<file path="config.mk">
export PLATFORM = sky130hd
export DESIGN_NAME = fetch_ctrl
export DESIGN_NICKNAME = d
export VERILOG_FILES = /design/src/rtl/fetch_pkg.sv /design/src/rtl/fetch_wait_timer.sv /design/src/rtl/fetch_ctrl.sv
export SDC_FILE = /design/constraint.sdc
export NUM_CORES = 1
export LEC_CHECK = 0
export ABC_AREA = 1
export CELL_PAD_IN_SITES_DETAIL_PLACEMENT = 1
export CELL_PAD_IN_SITES_GLOBAL_PLACEMENT = 2
export CORE_MARGIN = 5
export CORE_UTILIZATION = 27
export DETAILED_ROUTE_END_ITERATION = 10
export PLACE_DENSITY = 0.83
export SYNTH_ARGS = -nofsm -noshare
export SYNTH_HDL_FRONTEND = slang
export SYNTH_HIERARCHICAL = 1
export SYNTH_SLANG_ARGS = --single-unit
</file>
<file path="constraint.sdc">
create_clock -name clk -period 3.88 [get_ports clk]
set_input_delay 0.776 -clock clk [delete_from_list [all_inputs] [get_ports clk]]
set_output_delay 0.776 -clock clk [all_outputs]
set_load 0.01 [all_outputs]
</file>
<file path="src/rtl/fetch_pkg.sv">
// Shared types for the instruction-fetch sequencer.
package fetch_pkg;

  typedef enum logic [2:0] {
    IDLE  = 3'd0,
    WAIT  = 3'd1,
    DRAIN = 3'd2,
    HOLD  = 3'd3,
    ERR   = 3'd4
  } fetch_state_t;

  // Counter width that can hold 0..max without collapsing to zero bits.
  function automatic int cnt_width(input int max);
    return (max > 0) ? $clog2(max + 1) : 1;
  endfunction

endpackage

</file>
<file path="src/rtl/fetch_wait_timer.sv">
// Saturating un-acked-cycle counter; o_expired fires on the cycle the count reaches MAX_WAIT.
module fetch_wait_timer
  import fetch_pkg::*;
#(
  parameter int MAX_WAIT = 15
) (
  input  logic clk,
  input  logic rst,
  input  logic i_clear,
  input  logic i_count,
  output logic o_expired
);

  localparam int CNT_W = cnt_width(MAX_WAIT);
  localparam logic [CNT_W-1:0] LIM = CNT_W'(MAX_WAIT);

  logic [CNT_W-1:0] r_cnt;
  logic [CNT_W-1:0] w_next;

  assign w_next    = (r_cnt == {CNT_W{1'b1}}) ? r_cnt : r_cnt + 1'b1;
  assign o_expired = (MAX_WAIT != 0) && i_count && (w_next >= LIM);

  always_ff @(posedge clk) begin
    if (rst)          r_cnt <= '0;
    else if (i_clear) r_cnt <= '0;
    else if (i_count) r_cnt <= w_next;
  end

endmodule

</file>
<file path="src/rtl/fetch_ctrl.sv">
// Instruction-fetch sequencer: owns the PC, runs one req/ack read at a time, hands words to Decode.
module fetch_ctrl
  import fetch_pkg::*;
#(
  parameter int                ADDR_W   = 32,
  parameter int                INST_W   = 32,
  parameter logic [ADDR_W-1:0] RESET_PC = '0,
  parameter int                PC_STEP  = 4,
  parameter int                MAX_WAIT = 15
) (
  input  logic              clk,
  input  logic              rst,
  input  logic              stall,
  input  logic              redirect_valid,
  input  logic [ADDR_W-1:0] redirect_pc,
  output logic              mem_req,
  output logic [ADDR_W-1:0] mem_addr,
  input  logic              mem_ack,
  input  logic [INST_W-1:0] mem_rdata,
  output logic              inst_valid,
  output logic [INST_W-1:0] inst,
  output logic [ADDR_W-1:0] inst_pc,
  output logic [ADDR_W-1:0] pc,
  output logic              fetch_err
);

  fetch_state_t      r_state;
  logic [ADDR_W-1:0] r_pc;
  logic [ADDR_W-1:0] r_mem_addr;
  logic [INST_W-1:0] r_inst;
  logic [ADDR_W-1:0] r_inst_pc;
  logic              r_inst_valid;
  logic              r_fetch_err;

  logic              w_busy;
  logic              w_clear;
  logic              w_count;
  logic              w_expired;
  logic [ADDR_W-1:0] w_idle_pc;
  logic [ADDR_W-1:0] w_pc_inc;

  assign w_busy    = (r_state == WAIT) || (r_state == DRAIN);
  assign w_idle_pc = redirect_valid ? redirect_pc : r_pc;
  assign w_pc_inc  = r_pc + ADDR_W'(PC_STEP);

  // Timer restarts on every transition into WAIT or DRAIN.
  assign w_clear = (r_state == IDLE)
                || ((r_state == HOLD) && (redirect_valid || !stall))
                || ((r_state == WAIT) && !mem_ack && redirect_valid);
  assign w_count = w_busy && !mem_ack;

  fetch_wait_timer #(.MAX_WAIT(MAX_WAIT)) u_timer (
    .clk       (clk),
    .rst       (rst),
    .i_clear   (w_clear),
    .i_count   (w_count),
    .o_expired (w_expired)
  );

  always_ff @(posedge clk) begin
    if (rst) begin
      r_state      <= IDLE;
      r_pc         <= RESET_PC;
      r_mem_addr   <= '0;
      r_inst       <= '0;
      r_inst_pc    <= '0;
      r_inst_valid <= 1'b0;
      r_fetch_err  <= 1'b0;
    end else begin
      case (r_state)
        IDLE: begin
          r_pc       <= w_idle_pc;
          r_mem_addr <= w_idle_pc;
          r_state    <= WAIT;
        end
        WAIT: begin
          if (mem_ack) begin
            if (redirect_valid) begin
              r_pc    <= redirect_pc;
              r_state <= IDLE;
            end else begin
              r_inst       <= mem_rdata;
              r_inst_pc    <= r_mem_addr;
              r_inst_valid <= 1'b1;
              r_pc         <= w_pc_inc;
              r_state      <= HOLD;
            end
          end else if (w_expired) begin
            r_fetch_err <= 1'b1;
            r_state     <= ERR;
          end else if (redirect_valid) begin
            // Request stays outstanding; its word is thrown away in DRAIN.
            r_pc    <= redirect_pc;
            r_state <= DRAIN;
          end
        end
        DRAIN: begin
          if (redirect_valid) r_pc <= redirect_pc;
          if (mem_ack) begin
            r_state <= IDLE;
          end else if (w_expired) begin
            r_fetch_err <= 1'b1;
            r_state     <= ERR;
          end
        end
        HOLD: begin
          if (redirect_valid) begin
            r_inst_valid <= 1'b0;
            r_pc         <= redirect_pc;
            r_mem_addr   <= redirect_pc;
            r_state      <= WAIT;
          end else if (!stall) begin
            r_inst_valid <= 1'b0;
            r_mem_addr   <= r_pc;
            r_state      <= WAIT;
          end
        end
        ERR: begin
          r_inst_valid <= 1'b0;
        end
        default: r_state <= IDLE;
      endcase
    end
  end

  assign mem_req    = w_busy;
  assign mem_addr   = r_mem_addr;
  assign inst_valid = r_inst_valid;
  assign inst       = r_inst;
  assign inst_pc    = r_inst_pc;
  assign pc         = r_pc;
  assign fetch_err  = r_fetch_err;

endmodule

</file>
Word-level counts from Yosys, hierarchy flattened. Cells that the tools add are included.

Register bits after elaboration: 137. Input bits: 69. Output and inout bits: 131. Logic and storage cells: 72.

Add/sub/neg operators: 2. Magnitude comparators: 1. Eq/ne operators: 11. Multiplexer cells: 23. Bitwise operators: 3. Reductions and logical operators: 24.

Operators by type and width (count): $mux 32 (6); $pmux 32 s2 (2); $add 32x3->32 const B (1); $mux 3 (7); $pmux 3 s5 (1); $reduce_and 4->1 (2); $eq 3x2->1 const B (2); $ne 3x3->1 const B (2); $reduce_and 3->1 (2); $logic_and 1x1->1 (5); $add 4x1->4 const B (1); $eq 4x4->1 const B (1); $ge 4x4->1 const B (1); $logic_or 1x1->1 (4); $mux 1 (4); $mux 4 (1); $ne 2x2->1 const B (2); $ne 4x3->1 const B (1); $reduce_and 2->1 (2); $reduce_bool 2->1 (2); $reduce_or 2->1 (2); $eq 3x1->1 const B (1); $eq 3x3->1 const B (1); $logic_not 3->1 (1); other kinds (7) (10).

Logic depth before layout (Yosys ltp). Gate-level depths: netlist of run 1.

Depth after elaboration: 7. Gate-level depth with buffers: 17. Gate-level depth less buffers: 17.

Hierarchy. Netlist of run 1, hierarchy kept.

Modules (own cells, without submodules): fetch_ctrl (times used 1, cells each 978, area an instance 6476.2 um^2, sequential area each 2662.6 um^2); fetch_wait_timer (times used 1, cells each 42, area an instance 246.5 um^2, sequential area each 80.1 um^2).

Worst setup path before layout of run 1. Ideal clock, no wire load.

Path kind: input port to flip-flop. From: input port mem_ack. To: register r_pc[30] (netlist: pc[30]). Setup time: 0.067 ns. Data arrival time: 2.182 ns. Required time: 3.813 ns. Setup slack: 1.630 ns. Stages: 12. Buffers on the path: 1. Path through: a21oi_1 nand2_1 nor2_1 nand2_1 nor2_1 nand2_1 nand2_1 nand2_4 inv_2 buf_2 nand2_1 a21oi_2.

Cells in the longest elaborated chain, start to end: 5. Elaborated cells on any way between the ends: 7. Those cells by class: eq/ne: 1; mux: 2; reduce/logical: 4.

Ends and longest elaborated chain: start: declaration (line fetch_ctrl.sv:18) `input logic mem_ack,`; $logic_not 1->1 (line fetch_ctrl.sv:50) `assign w_count = w_busy && !mem_ack;`; $logic_and 1x1->1 (line fetch_ctrl.sv:50); $logic_and 1x1->1 (line fetch_wait_timer.sv:21) `assign o_expired = (MAX_WAIT != 0) && i_count && (w_next >= LIM);`; net w_expired (line fetch_ctrl.sv:38) `logic w_expired;`; $ne 3x3->1 (no source line); $reduce_and 2->1 (no source line); end signal: assignment (line fetch_ctrl.sv:72) `r_pc <= w_idle_pc;`; end signal: assignment (line fetch_ctrl.sv:79) `r_pc <= redirect_pc;`; end signal: assignment (line fetch_ctrl.sv:85) `r_pc <= w_pc_inc;`; end: declaration (line fetch_ctrl.sv:28) `logic [ADDR_W-1:0] r_pc;`.

The timed path passes the listed nets, and every way through them passes these cells. A chain may end at the register's enable or synchronous reset.

Worst setup path in the final report of run 1.
From: register r_state[0]. To: register r_pc[2] (netlist: pc[2]).

Cells in the longest elaborated chain, start to end: 6. Elaborated cells on any way between the ends: 12. Those cells by class: eq/ne: 4; mux: 1; reduce/logical: 7.

Ends and longest elaborated chain: start: declaration (line fetch_ctrl.sv:27) `fetch_state_t r_state;`; start signal: assignment (line fetch_ctrl.sv:62) `r_state <= IDLE;`; start signal: assignment (line fetch_ctrl.sv:74) `r_state <= WAIT;`; start signal: assignment (line fetch_ctrl.sv:80) `r_state <= IDLE;`; $eq 3x1->1 or $eq 3x2->1 (tied branches) (line fetch_ctrl.sv:42) `assign w_busy = (r_state == WAIT) || (r_state == DRAIN);`; $logic_or 1x1->1 (*) (line fetch_ctrl.sv:42); $logic_and 1x1->1 (*) (line fetch_ctrl.sv:50); net w_count (line fetch_ctrl.sv:37) `logic w_count;`; $logic_and 1x1->1 (*) (line fetch_wait_timer.sv:21); net w_expired (line fetch_ctrl.sv:38); $ne 3x3->1 (no source line) (*); $reduce_and 2->1 (no source line) (*).

Mark *: on every way through the listed nets, which the timed path passes. The rest lies on a longest branch.

==> reports/metrics.yaml, run 1 <==
status: "completed"
regToRegSetupSlack_ns: 1.13
p_seq_frac: 0.377
synth_area_mm2: 0.00672
viasPerCell: 4.75
cts_max_level: 4
ys_async_sr_fraction: 0
die_area_mm2: 0.0282
cts_resized: 0
tightest_slew_ns: 0.696
grt_max_degree: 66
clock-sinks: 137
grt_usage: 0.182
firstDrtPassIters: 4
cts_buffers: 17
hold_viol_final: 0
grt_pass1_wl_um: 41300
syn2layout_area_growth_pct: 41.1
antenna_found_initial: 2
synth-main-ff-cell: "dfxtp_1"
clk_latency_ns: 0.43
tritoncts: "done"
p_total_uw: 5030
dp_slack_ns: 0.695
postCtsSetupBuffers: 0
ys_ff_latch: 137
grt_overflow: 0
reg2reg_depth: 15
min_period_ns: 2.75
drive_gt1_frac: 0.0564
start_kind: "register"
ioPinCount: 200
power_density_mw_per_mm2: 530
power_frac_comb: 0.300
worstHoldPathCells: 2
yosys.cell_types.count: 36
period_share: 0.708
drv_slew: 0
fmax_ghz: 0.364
hold_path_class: "register to register"
criticalPathCategory: "register to register"
p_sw_frac: 0.359
postRouteAntennaNets: 0
fin_nets: 1263
drcViolationCount: 0
vdd_drop_max_uv: 312
syn_inst: 1020
ys_seq_area_frac: 0.408
clkSlewWorstSetupHoldPaths_ns: 0.07
grt_pass1_vias: 7252
tns_ns: 0
layout_setup_ws_ns: 1.13
drt_iter0_drc: 350
wl_per_cell_um: 16.9
max_slew_margin: 0.531
hpwl_um: 18700
setup_violations: 0
worstPathMaxFanout: 17
fillCellCount: 3057
gp_congestion: 0.750
wl_um: 25800
clockPowerShare: 0.323
multi_input_area_mm2: 0.00334
yosys_warnings: 6
vias: 7272
rows: 57
cp.required_ns: 4.25
syn_avg_cell_area_um2: 6.59
endpoint_kind: "register"
ctsHoldBuffers: 0
numPortBuffers: 199
cts_buffer_depth: 2
synth_edf_count: 0
p_int_uw: 3220
start_util: 0.276
die_h_um: 168
max_cap_violations: 0
clock-skew-final_ns: 0.0119
p_switching_uw: 1810
die_x_um: 168
crit_arrival_ns: 3.11
fp.coreArea_mm2: 0.0244
rsz0062_at_grt: "false"
cts_root_buf: "clkbuf_16"
register_area_mm2: 0.00274
p_leak_uw: 0.00377
syn_nets: 1091
cell type report:
cell class,count,area share
diodes,1,0.000264
clock buffers,17,0.0448
well taps,324,0.0427
clock inverters,15,0.0164
inverters,88,0.0351
multi-input cells,738,0.352
repair buffers,210,0.219
flip-flops and latches,137,0.289
Yosys cell counts (2+ instances only):
cell type    n  area, um2
a21boi_0     2       15.0
a21oi_1     53        265
a31oi_1     13       81.3
buf_2       16       80.1
buf_4       10       75.1
buf_6        5       56.3
clkbuf_1    25       93.8
dfxtp_1    137       2740
ha_1         2       25.0
inv_1       82        308
inv_2        5       18.8
nand2_1    183        687
nand2_2      2       12.5
nand2_4      2       22.5
nand3_1     58        290
nand4_1     14       87.6
nor2_1     224        841
nor2_2       5       31.3
nor2_4       3       33.8
nor3_1       9       45.0
o211ai_1     5       37.5
o21ai_0    142        711
o21ai_1     10       50.1
worst max-delay path: stages (launching register included):
cell      delay (ns)
dfxtp_1         0.35
nor2_1          0.29
nand2_1         0.15
a21oi_1         0.35
nand2_1         0.10
nor2_1          0.13
nand2_1         0.07
nor2_1          0.22
nand2_1         0.12
nand2_1         0.12
nand2_4         0.11
inv_2           0.31
a21oi_1         0.07
o21ai_0         0.09
o211ai_1        0.11
inv_1           0.09
logic make-up after synthesis:
logic type | Yosys count | share of synthesized area
adders and majority gates | 2 | 0.00372
buffers and inverters | 145 | 0.0957
DFF | 137 | 0.408
xor gates and xnor gates | 1 | 0.00130
and+or+nand+nor | 504 | 0.312
AOI/OAI and AO/OA | 231 | 0.180
flip-flops by register name, indices dropped and copies added (netlist names):
signal and flops:
fetch_err 1, inst 32, inst_pc 32, inst_valid 1
mem_addr 32, pc 32, r_state 3, u_timer/r_cnt 4
worst paths after layout:
check	start	to
setup / recovery	r_state[0]	pc[2]
hold / removal	fetch_err	fetch_err
setup reg to reg	r_state[0]	pc[2]
hold reg to reg	fetch_err	fetch_err
cell usage in the layout (no fill, tap or decap), types with 3 or more instances in the layout:
cell             netlist  routed
clkinv_4               0       3
o211ai_1               5       5
buf_4                 10      10
nor2_4                 3       3
nand2_2                2       3
clkbuf_16              0      17
inv_6                  0       7
o21ai_1               10      10
clkdlybuf4s50_1        0     198
nor2_1               224     224
o21ai_0              142     142
nand2_1              183     182
inv_2                  5       6
nand4_1               14      14
nand3_1               58      58
a31oi_1               13      13
a21oi_1               53      53
nor3_1                 9       9
dfxtp_1              137     137
nor2_2                 5       5
inv_1                 82      81
routing by layer:
| metal | global-route usage | wire, um | part of all wire | vias up |
|---|---|---|---|---|
| met5 | 0 | 11 | 0.00043 | - |
| met4 | 0.0392 | 261 | 0.010 | 2 |
| met1 | 0.265 | 13000 | 0.50 | 3403 |
| li1 | - | - | - | 3671 |
| met3 | 0.0377 | 1300 | 0.050 | 19 |
| met2 | 0.279 | 11300 | 0.44 | 177 |
power by group through the flow:
stage	sequential (uW)	clock (uW)	combinational, uW
2_1_floorplan	1930	0	717
3_3_place_gp	1930	0	1500
3_5_place_dp	1930	0	1520
4_1_cts	1900	1670	1530
5_1_grt	1940	1720	1680
6_report	1900	1620	1510
per-stage QoR:
step                      hold slack [ns]  utilization  cells  cell area (um2)
final                               0.460        0.389   1530             9490
after global routing                0.479        0.389   1530             9490
after CTS                           0.462        0.389   1529             9480
after detailed placement            0.452        0.365   1497             8900
after global placement              0.441        0.365   1497             8900
after floorplan                     0.474            -   1020             6720
Note: power is estimated with default switching activity, not from simulation.
==> run 2: changes to the inputs <==
Settings changed: CORE_UTILIZATION 27 to 25, PLACE_DENSITY 0.83 to 0.78.
Clock period 3.88 ns to 2.88 ns, I/O delays scaled along.
==> run 2 against run 1 <==
Register-to-register slack worse by 0.55 ns. Sequential share of layout area shrank 0.55 points. Setup slack worse by 0.66 ns. Global-route usage decreased by 0.84 points. Wire length up 3.4%. Cell count is 1.9% higher. Critical path depth shrank 11. Via count up 0.98%. Critical path type is now register to output pin. Critical endpoint is now mem_req.
==> reports/metrics.yaml, run 2 (synthesis results as in run 1) <==
instances_no_fill: 1559  # was 1,530
firstDrtPassIters: 4  # unchanged
cts_buffer_depth: 2  # unchanged
numPortBuffers: 199  # unchanged
die_h_um: 174  # was 168 um
tns_ns: 0  # unchanged
ioPinCount: 200  # unchanged
hp-start: "fetch_err"  # unchanged
layout_setup_ws_ns: 0.474  # was 1.13 ns
criticalPathCategory: "register to output pin"  # was register to register
status: "completed"  # unchanged
endpoint_kind: "output pin"  # was register
max_cap_violations: 0  # unchanged
power_density_mw_per_mm2: 702  # was 530 mW/mm2
drcViolationCount: 0  # unchanged
p_sw_frac: 0.364  # was 0.359
p_leak_uw: 0.00385  # was 0.00377 uW
wl_um: 26700  # was 25,800 um
postRouteAntennaNets: 0  # unchanged
tritoncts: "done"  # unchanged
clk_latency_ns: 0.42  # was 0.43 ns
p_total_uw: 6780  # was 5030 uW
crit_arrival_ns: 1.83  # was 3.11 ns
gp_congestion: 0.788  # was 0.750
regToRegSetupSlack_ns: 0.58  # was 1.13 ns
rows: 60  # was 57
rr_endpoint: "pc[27]"  # was pc[2]
reg2reg_depth: 15  # unchanged
dp_cells: 1527  # was 1,497
clock-sinks: 137  # unchanged
hold_viol_final: 0  # unchanged
min_period_ns: 2.41
power_frac_comb: 0.311  # was 0.300
ctsHoldBuffers: 0  # unchanged
die_x_um: 174  # was 168 um
drt_iter0_drc: 351  # was 350
cp.required_ns: 2.30  # was 4.25 ns
viasPerCell: 4.71  # was 4.75
tightest_slew_ns: 0.625  # was 0.696 ns
cts_resized: 0  # unchanged
fillCellCount: 3363  # was 3,057
cts_buffers: 17  # unchanged
clock-skew-final_ns: 0.0111  # was 0.0119 ns
start_util: 0.252  # was 0.276
wl_per_cell_um: 17.1  # was 16.9 um
rsz0062_at_grt: "false"  # unchanged
start_kind: "register"  # unchanged
postCtsSetupBuffers: 0  # unchanged
drv_slew: 0  # unchanged
clkSlewWorstSetupHoldPaths_ns: 0.07  # about the same
grt_pass1_wl_um: 42200  # was 41,300 um
clockPowerShare: 0.313  # was 0.323
worstHoldPathCells: 2  # unchanged
period_share: 0.835
hold_path_class: "register to register"  # unchanged
diodes: 0  # was 1
cts_max_level: 4  # unchanged
r2r-start: "r_state[2]"  # was r_state[0]
syn2layout_area_growth_pct: 43.8  # was 41.1%
grt_usage: 0.174  # was 0.182
max_slew_margin: 0.579  # was 0.531
dp_slack_ns: 0.358  # was 0.695 ns
whs_endpoint: "fetch_err"  # unchanged
p_seq_frac: 0.376  # was 0.377
hpwl_um: 19700  # was 18,700 um
grt_pass1_vias: 7377  # was 7,252
p_int_uw: 4320  # was 3220 uW
grt_overflow: 0  # unchanged
antenna_found_initial: 0  # was 2
worstPathMaxFanout: 4  # was 17
p_switching_uw: 2470  # was 1810 uW
drive_gt1_frac: 0.0657  # was 0.0564
vdd_drop_max_uv: 394  # was 312 uV
die_area_mm2: 0.0303  # was 0.0282 mm2
final_cell_mix: "nor2_1 (224), clkdlybuf4s50_1 (198), nand2_1 (182)"  # unchanged
fin_util: 0.362  # was 0.389
fp.coreArea_mm2: 0.0267  # was 0.0244 mm2
fmax_ghz: 0.416
cts_root_buf: "clkbuf_16"  # unchanged
fin_nets: 1276  # was 1,263
grt_max_degree: 75  # was 66
final_common_cell: "nor2_1"  # unchanged
setup_violations: 0  # unchanged
vias: 7343  # was 7,272
## run 2: layer usage
layer	track usage	part of all wire	wire length [um]	up-vias
li1	-	-	-	3684
met3	0.0302	0.045	1210	21
met2	0.278	0.44	11900	203
met1	0.244	0.50	13200	3435
met4	0.0449	0.014	376	0
met5	0	0	0	-
## run 2: layout make-up
cell class | count | area [um2] | share of cell area
clock inverters | 14 | 130 | 0.0135
multi-input cells | 738 | 3340 | 0.345
well taps | 341 | 427 | 0.0441
repair buffers | 223 | 2270 | 0.235
clock buffers | 18 | 429 | 0.0444
flip-flops and latches | 137 | 2740 | 0.284
inverters | 88 | 333 | 0.0344
## run 2: stage by stage
stage	cell area [um2]	hold WS, ns
6_report	9670	0.464
5_1_grt	9670	0.488
4_1_cts	9670	0.466
3_5_place_dp	9110	0.456
3_3_place_gp	9110	0.448
2_1_floorplan	6720	0.474
## run 2: critical path, cell delays in order, from the launching register on
cell and delay [ns]:
dfxtp_1 0.34, nor2_1 0.29, nand2_1 0.14, nand2_1 0.11, clkdlybuf4s50_1 0.53
## run 2: worst max-delay path by stage
stage,start,endpoint,slack [ns]
floorplan,r_state[0],pc[30],0.68
global placement,mem_ack,pc[24],0.40
detailed placement,mem_ack,pc[24],0.36
CTS,r_state[2],mem_req,0.44
global route,r_state[2],pc[24],0.28
finish,r_state[2],mem_req,0.47
## run 2: power by group through the flow
stage	clock (uW)	combinational, uW	sequential (uW)
4_1_cts	2180	2150	2560
3_3_place_gp	0	2110	2600
5_1_grt	2260	2340	2610
3_5_place_dp	0	2140	2600
2_1_floorplan	0	965	2600
6_report	2120	2110	2550
==> run 3: changes to the inputs <==
Clock period 2.88 ns to 2.4 ns, I/O delays scaled along.
==> run 3 against run 2 <==
Final area increased by 1.4%. Clock-buffer cell count unchanged. Non-clock buffer count increased by 13. Largest power group unchanged.
==> reports/metrics.yaml, run 3 (synthesis results as in run 1) <==
grt_max_degree: 72  # was 75
cts_max_level: 4  # unchanged
diodes: 0  # unchanged
firstDrtPassIters: 4  # unchanged
grt_pass1_wl_um: 41600  # was 42,200 um
p_switching_uw: 2910  # was 2470 uW
power_density_mw_per_mm2: 852  # was 702 mW/mm2
power_frac_comb: 0.309  # was 0.311
cts_buffers: 17  # unchanged
die_h_um: 174  # unchanged
drv_slew: 0  # unchanged
drcViolationCount: 0  # unchanged
worstPathMaxFanout: 4  # unchanged
vdd_drop_max_uv: 449  # was 394 uV
postRouteAntennaNets: 0  # unchanged
antenna_found_initial: 0  # unchanged
instances_no_fill: 1572  # was 1,559
clock-skew-final_ns: 0.00923  # was 0.0111 ns
grt_usage: 0.172  # was 0.174
cts_root_buf: "clkbuf_16"  # unchanged
p_sw_frac: 0.349  # was 0.364
grt_pass1_vias: 7172  # was 7,377
setup_violations: 0  # unchanged
endpoint_kind: "output pin"  # unchanged
fmax_ghz: 0.448
period_share: 0.930
min_period_ns: 2.23
fp.coreArea_mm2: 0.0267  # unchanged
start_kind: "register"  # unchanged
grt_overflow: 0  # unchanged
hpwl_um: 19700  # about the same
p_leak_uw: 0.00394  # was 0.00385 uW
cp.required_ns: 1.92  # was 2.30 ns
hold_path_class: "register to register"  # unchanged
ioPinCount: 200  # unchanged
clkSlewWorstSetupHoldPaths_ns: 0.06  # was 0.07 ns
status: "completed"  # unchanged
tightest_slew_ns: 0.631  # was 0.625 ns
syn2layout_area_growth_pct: 45.8  # was 43.8%
clk_latency_ns: 0.42  # about the same
max_cap_violations: 0  # unchanged
vias: 7310  # was 7,343
wl_um: 26700  # about the same
clockPowerShare: 0.323  # was 0.313
criticalPathCategory: "register to output pin"  # unchanged
wl_per_cell_um: 17.0  # was 17.1 um
crit_arrival_ns: 1.75  # was 1.83 ns
hold_viol_final: 0  # unchanged
start_util: 0.252  # unchanged
rows: 60  # unchanged
numPortBuffers: 199  # unchanged
fin_nets: 1289  # was 1,276
final_cell_mix: "nor2_1 (222), clkdlybuf4s50_1 (198), nand2_1 (182)"  # was nor2_1 (224), clkdlybuf4s50_1 (198), nand2_1 (182)
rsz0062_at_grt: "false"  # unchanged
p_int_uw: 5440  # was 4320 uW
register_area_mm2: 0.00274  # about the same
timing.hold.ws_ns: 0.451  # was 0.464 ns
gp_congestion: 0.778  # was 0.788
ctsHoldBuffers: 0  # unchanged
max_slew_margin: 0.575  # was 0.579
multi_input_area_mm2: 0.00335  # was 0.00334 mm2
clock-sinks: 137  # unchanged
dp_slack_ns: -0.0413  # was 0.358 ns
viasPerCell: 4.65  # was 4.71
drt_iter0_drc: 325  # was 351
layout_setup_ws_ns: 0.168  # was 0.474 ns
cts_buffer_depth: 2  # unchanged
drive_gt1_frac: 0.0796  # was 0.0657
die_x_um: 174  # unchanged
tritoncts: "done"  # unchanged
final_common_cell: "nor2_1"  # unchanged
die_area_mm2: 0.0303  # unchanged
p_seq_frac: 0.368  # was 0.376
dp_cells: 1538  # was 1,527
fillCellCount: 3360  # was 3,363
==> run 3: power groups by stage <==
stage | clock, uW | combinational [uW] | sequential (uW)
floorplan | 0 | 1160 | 3130
global route | 2870 | 2840 | 3140
global placement | 0 | 2540 | 3130
finish | 2700 | 2580 | 3070
detailed placement | 0 | 2580 | 3130
CTS | 2770 | 2590 | 3080
==> run 3: per-stage QoR <==
step                      cell area [um2]  setup TNS [ns]  power, uW  utilization
after floorplan                      6720               0       4280            -
after global placement               9180               0       5670        0.343
final                                9800               0       8350        0.367
after detailed placement             9180         -0.0866       5710        0.343
after CTS                            9780               0       8440        0.366
after global routing                 9800               0       8860        0.367
==> run 3: worst paths after layout <==
check / slack, ns / cells after the start / from / endpoint
hold / removal: 0.45 / 2 / fetch_err / fetch_err
setup / recovery: 0.17 / 6 / r_state[2] / mem_req
setup reg to reg: 0.26 / 18 / r_state[2] / pc[2]
hold reg to reg: 0.45 / 2 / fetch_err / fetch_err
==> run 3: critical path, cell delays in order, from the launching register on <==
cell	delay (ns)
dfxtp_1	0.34
inv_2	0.07
nand2_4	0.08
nor2_4	0.15
inv_1	0.10
nand2_1	0.07
clkdlybuf4s50_1	0.53
==> run 3: layer usage <==
metal	track usage	wire length, um	vias to the layer above
met5	0	0	-
met4	0.0360	207	0
met3	0.0320	1140	12
met2	0.265	11800	168
met1	0.250	13600	3416
li1	-	-	3714
==> run 3: area by class of cell <==
type,count,share of cell area
clock buffer,18,0.0448
timing repair buffer,236,0.240
sequential,137,0.280
tap,341,0.0435
inverter,88,0.0339
multi-input combinational,738,0.342
clock inverter,14,0.0165
==> run 3: what timing repair did <==
action / in CTS / in global routing
setup buffers: 0 / 2
setup endpoints to repair: 0 / 32
gates resized for setup: 0 / 4
